==> config.mk <==
export PLATFORM = sky130hd
export DESIGN_NAME = bi_deser
export DESIGN_NICKNAME = d
export VERILOG_FILES = /design/src/rtl/bi_deser.sv
export SDC_FILE = /design/constraint.sdc
export NUM_CORES = 1
export LEC_CHECK = 0
export CAP_MARGIN = 15
export CORE_MARGIN = 3
export CORE_UTILIZATION = 42
export DETAILED_ROUTE_END_ITERATION = 6
export PLACE_DENSITY = 0.69
export RECOVER_POWER = 50
export SYNTH_ARGS = -nofsm -noshare
export SYNTH_HDL_FRONTEND = slang
export SYNTH_SLANG_ARGS = --single-unit
==> constraint.sdc <==
create_clock -name clk -period 1.73 [get_ports clk]
set_clock_uncertainty 0.2 [all_clocks]
set_input_delay 0.346 -clock clk [delete_from_list [all_inputs] [get_ports clk]]
set_output_delay 0.346 -clock clk [all_outputs]
set_load 0.05 [all_outputs]
==> src/rtl/bi_deser.sv <==
// Serial-to-parallel receiver: gathers WIDTH bits LSB- or MSB-first and
// offers the assembled word on a one-entry valid/ready output register.
module bi_deser #(
  parameter int WIDTH = 4,
  parameter int CW    = $clog2(WIDTH + 1)
) (
  input  logic             clk,
  input  logic             reset,
  input  logic             in,
  input  logic             in_valid,
  input  logic             dir,
  input  logic             flush,
  input  logic             out_ready,
  output logic [WIDTH-1:0] out_data,
  output logic             out_valid,
  output logic [CW-1:0]    bit_cnt,
  output logic             busy,
  output logic             overrun
);

  typedef enum logic {
    S_IDLE,
    S_COLLECT
  } state_t;

  state_t           r_state;
  logic [WIDTH-1:0] r_asm;
  logic [CW-1:0]    r_cnt;
  logic             r_dir;
  logic [WIDTH-1:0] r_outData;
  logic             r_outValid;
  logic             r_overrun;

  state_t           w_stateNext;
  logic [WIDTH-1:0] w_asmNext;
  logic [CW-1:0]    w_cntNext;
  logic             w_dirNext;
  logic [WIDTH-1:0] w_outDataNext;
  logic             w_outValidNext;
  logic             w_overrunNext;
  logic             w_dirEff;
  logic [WIDTH-1:0] w_shift;
  logic             w_lastBit;

  // The first bit of a word uses the live dir input; later bits use the latched copy.
  assign w_dirEff  = (r_state == S_IDLE) ? dir : r_dir;
  assign w_shift   = w_dirEff ? {in, r_asm[WIDTH-1:1]} : {r_asm[WIDTH-2:0], in};
  assign w_lastBit = (r_cnt == CW'(WIDTH - 1));

  always_ff @(posedge clk or negedge reset) begin
    if (!reset) begin
      r_state    <= S_IDLE;
      r_asm      <= '0;
      r_cnt      <= '0;
      r_dir      <= 1'b0;
      r_outData  <= '0;
      r_outValid <= 1'b0;
      r_overrun  <= 1'b0;
    end else begin
      r_state    <= w_stateNext;
      r_asm      <= w_asmNext;
      r_cnt      <= w_cntNext;
      r_dir      <= w_dirNext;
      r_outData  <= w_outDataNext;
      r_outValid <= w_outValidNext;
      r_overrun  <= w_overrunNext;
    end
  end

  always_comb begin
    w_stateNext    = r_state;
    w_asmNext      = r_asm;
    w_cntNext      = r_cnt;
    w_dirNext      = r_dir;
    w_outDataNext  = r_outData;
    w_outValidNext = r_outValid;
    w_overrunNext  = r_overrun;

    if (r_outValid && out_ready) begin
      w_outValidNext = 1'b0;
    end

    if (flush) begin
      w_stateNext   = S_IDLE;
      w_asmNext     = '0;
      w_cntNext     = '0;
      w_overrunNext = 1'b0;
    end else if (in_valid) begin
      unique case (r_state)
        S_IDLE: begin
          w_dirNext   = dir;
          w_asmNext   = w_shift;
          w_cntNext   = CW'(1);
          w_stateNext = S_COLLECT;
        end
        S_COLLECT: begin
          if (w_lastBit) begin
            // A completed word may replace one being consumed on this same edge.
            w_stateNext = S_IDLE;
            w_asmNext   = '0;
            w_cntNext   = '0;
            if (!r_outValid || out_ready) begin
              w_outDataNext  = w_shift;
              w_outValidNext = 1'b1;
            end else begin
              w_overrunNext = 1'b1;
            end
          end else begin
            w_asmNext = w_shift;
            w_cntNext = r_cnt + CW'(1);
          end
        end
        default: begin
          w_stateNext = S_IDLE;
        end
      endcase
    end
  end

  assign out_data  = r_outData;
  assign out_valid = r_outValid;
  assign bit_cnt   = r_cnt;
  assign busy      = (r_cnt != '0);
  assign overrun   = r_overrun;

endmodule

==> impl_metrics.yaml <==
sta:
  worst_case_setup_margin_in_the_final_layout_ns: -0.0285
  min_period_over_period_pct: 102
  fin_setup_tns_ns: -0.118
  highest_clock_rate_mhz: 569
  maxSlewHeadroom_pct: 45.8
  period_minus_slack_ns: 1.76
  grt_setup_unrepaired: "true"
  report.final.setup_viol: 6
  hold_ws_ns: 0.312
  report.final.hold_viol_count: 0
  finalMaxSlewViolations: 0
  worst_tran_pin_value_ns: 0.812
synth:
  seq_area_frac_synth_pct: 54.5
  syn-instance-count: 55
  post_synth.cell_area_avg_um2: 12.5
  number_of_unique_standard_cell_types_used_by_synthesis: 19
  postSynthRegisterBits: 15
  dominant_cells_by_area_after_synthesis: "dfrtp_1, mux2_2, a32o_1, ha_1, nand2b_1"
  yosys_warnings: 0
  cell_type_contributing_the_most_total_cell_area_after_synthesis: "dfrtp_1"
  total_nets_after_synthesis: 64
  post_synth_instance_area_um2: 688
  synth_top_area_share_pct: 54.5
global_routing:
  grt_antenna_before_repair: 0
  grt_util_all_layers_pct: 20.4
  global_route.overflow_total: 0
  grt_pass1_wl_mm: 3.02
  grt_max_degree: 16
  grt_pass1_vias: 633
power:
  fin_total_pwr_mw: 0.732
  vdd.ir_drop.worst_v: 0.000575
  total_leakage_power_nw: 0.521
  power_density_nw_per_um2: 634
hold_path:
  worstHoldPathType: "flip-flop to flip-flop"
  timing.hold.worst_endpoint: "r_asm[0]"
  hold_depth: 1
  hold_start: "r_asm[0]"
floorplan:
  die_w_um: 46.5
  initial_utilization_pct: 48.6
  die_footprint_um2: 2160
  num_rows: 13
  num_io_pins: 17
  core_area_um2: 1420
  die_height_um: 46.5
setup_path:
  worst_r2r_path_depth: 5
  crit_path_max_incr_delay_ns: 0.42
  r2r-start: "bit_cnt[0]"
  path_class: "flip-flop to output port"
  crit_chain: "buf_6 > inv_4 > ha_4 > nand2b_4 > buf_12"
  cp_top_family: "flip-flops"
  critical_path_peak_fanout: 2
  worstReg2RegEnd: "out_data[3]"
  rrSetupSlack_ns: -0.03
  crit_path_start: "bit_cnt[0]"
  worst_ep_arrival_time_ns: 1.21
  wp_data_required_ns: 1.18
  critical_path.endpoint_type: "output port"
  timing.critical_path.buf_inv: 3
  critical-path-slowest-cell: "dfrtp_2"
  worst_setup_path_start_kind: "flip-flop"
clocking:
  clkSinkCount: 15
  cts_buffers: 3
  clkTransAtPathRegs_ns: 0.09
  cts_tree: "done"
  cts_max_path_buffers: 2
  h-tree-depth: 1
  clock_tree.root_cell: "clkbuf_4"
  worstSkewPairLatency_ns: 0.28
drt:
  drt-wirelength-per-cell_um: 17.1
  viasPerCell: 5.65
  violation_count_after_the_first_detailed_route_iteration: 18
  route.antenna.remaining_nets: 0
  drcViolationCount: 0
  detail_route.first_pass.iterations: 4
  detail_route.wirelength_mm: 1.81
  route.vias.total: 599
placement:
  gp_congestion: 0.789
  post-place-ws_ns: -0.244
  post-place-cells: 98
  detailedPlacementHpwl_mm: 1.26
  dpl-instance-area_um2: 1070
  place.port_buffers: 16
finish:
  final_cell_mix: "dfrtp_1, buf_4, buf_12"
  instances_no_fill: 106
  layout-drive-gt1-share_pct: 49.5
  final_core_utilization_pct: 81.6
  fin_area_um2: 1150
  final_net_count: 101
  area_growth_syn_to_layout_pct: 67.8
  antennaDiodeCount: 0
  num-fill-cells: 83
run_status:
  outcome: "finished, violations left"
  violations_in_the_final_reports: "setup timing"
run:
  cap_viol_max_count: 0
-- where the power goes --
group	switching, mW	internal, mW	total, mW
Clock	0.108	0.0894	0.198
Sequential	0.00914	0.363	0.372
Combinational	0.0790	0.0830	0.162
-- cell usage after synthesis, drive strengths merged --
library cell	instances
a21oi	1
a22o	1
a32o	4
and3b	1
dfrtp	15
ha	2
inv	4
mux2	8
mux2i	1
nand2	2
nand2b	4
nand3	2
nand3b	1
nor2	2
nor2b	1
nor3b	1
o21ai	3
o22ai	1
or2	1
-- per-layer routing --
layer / track usage (%) / wire [um] / vias up
met4: 7.39 / 37 / 0
met1: 27.0 / 802 / 301
met5: 0 / 0 / -
met2: 29.7 / 860 / 23
met3: 8.20 / 113 / 4
li1: - / - / 271
-- state kept, by name (all words and copies together) (netlist names) --
register,cells
overrun,1
r_asm,4
r_dir,1
out_data,4
bit_cnt,3
out_valid,1
r_state,1
-- final cells by class --
class	instances	area [um^2]	area share [%]
Timing Repair Buffer	32	380	32.9
Sequential cell	15	379	32.8
Multi-Input combinational cell	36	330	28.6
Clock buffer	4	26.3	2.28
Inverter	4	20.0	1.73
Tap cell	15	18.8	1.63
-- logic make-up (layout without fill, tap and decap cells) --
kind of cell	Yosys count	after routing	share of synthesized area [%]
flip-flops	15	15	54.5
AO/OA/AOI/OAI	10	10	10.9
AND/OR/NAND/NOR	15	15	14.2
multiplexers	9	9	14.5
adder cells (fa/ha/maj)	2	2	3.64
buffers and inverters	4	40	2.18
-- what timing repair did --
| action | 4_1_cts | 5_1_grt |
|---|---|---|
| endpoints found under the setup margin | 1 | 5 |
| endpoints found under the hold margin | 0 | 0 |
| hold buffers | 0 | 0 |
| setup buffers | 4 | 0 |
| pin swaps | 2 | 0 |
| gates resized for setup | 9 | 0 |
-- how the worst max path moves through the flow --
stage                        to  slack, ns  cells past startpoint
global placement    out_data[0]      -0.23                      5
CTS                        busy      -0.03                      5
finish                     busy      -0.03                      5
global route        out_data[2]       -0.1                      5
floorplan           out_data[0]      -0.15                      4
detailed placement     r_asm[3]      -0.24                      5
No activity file was read; power rests on OpenSTA's default activity.
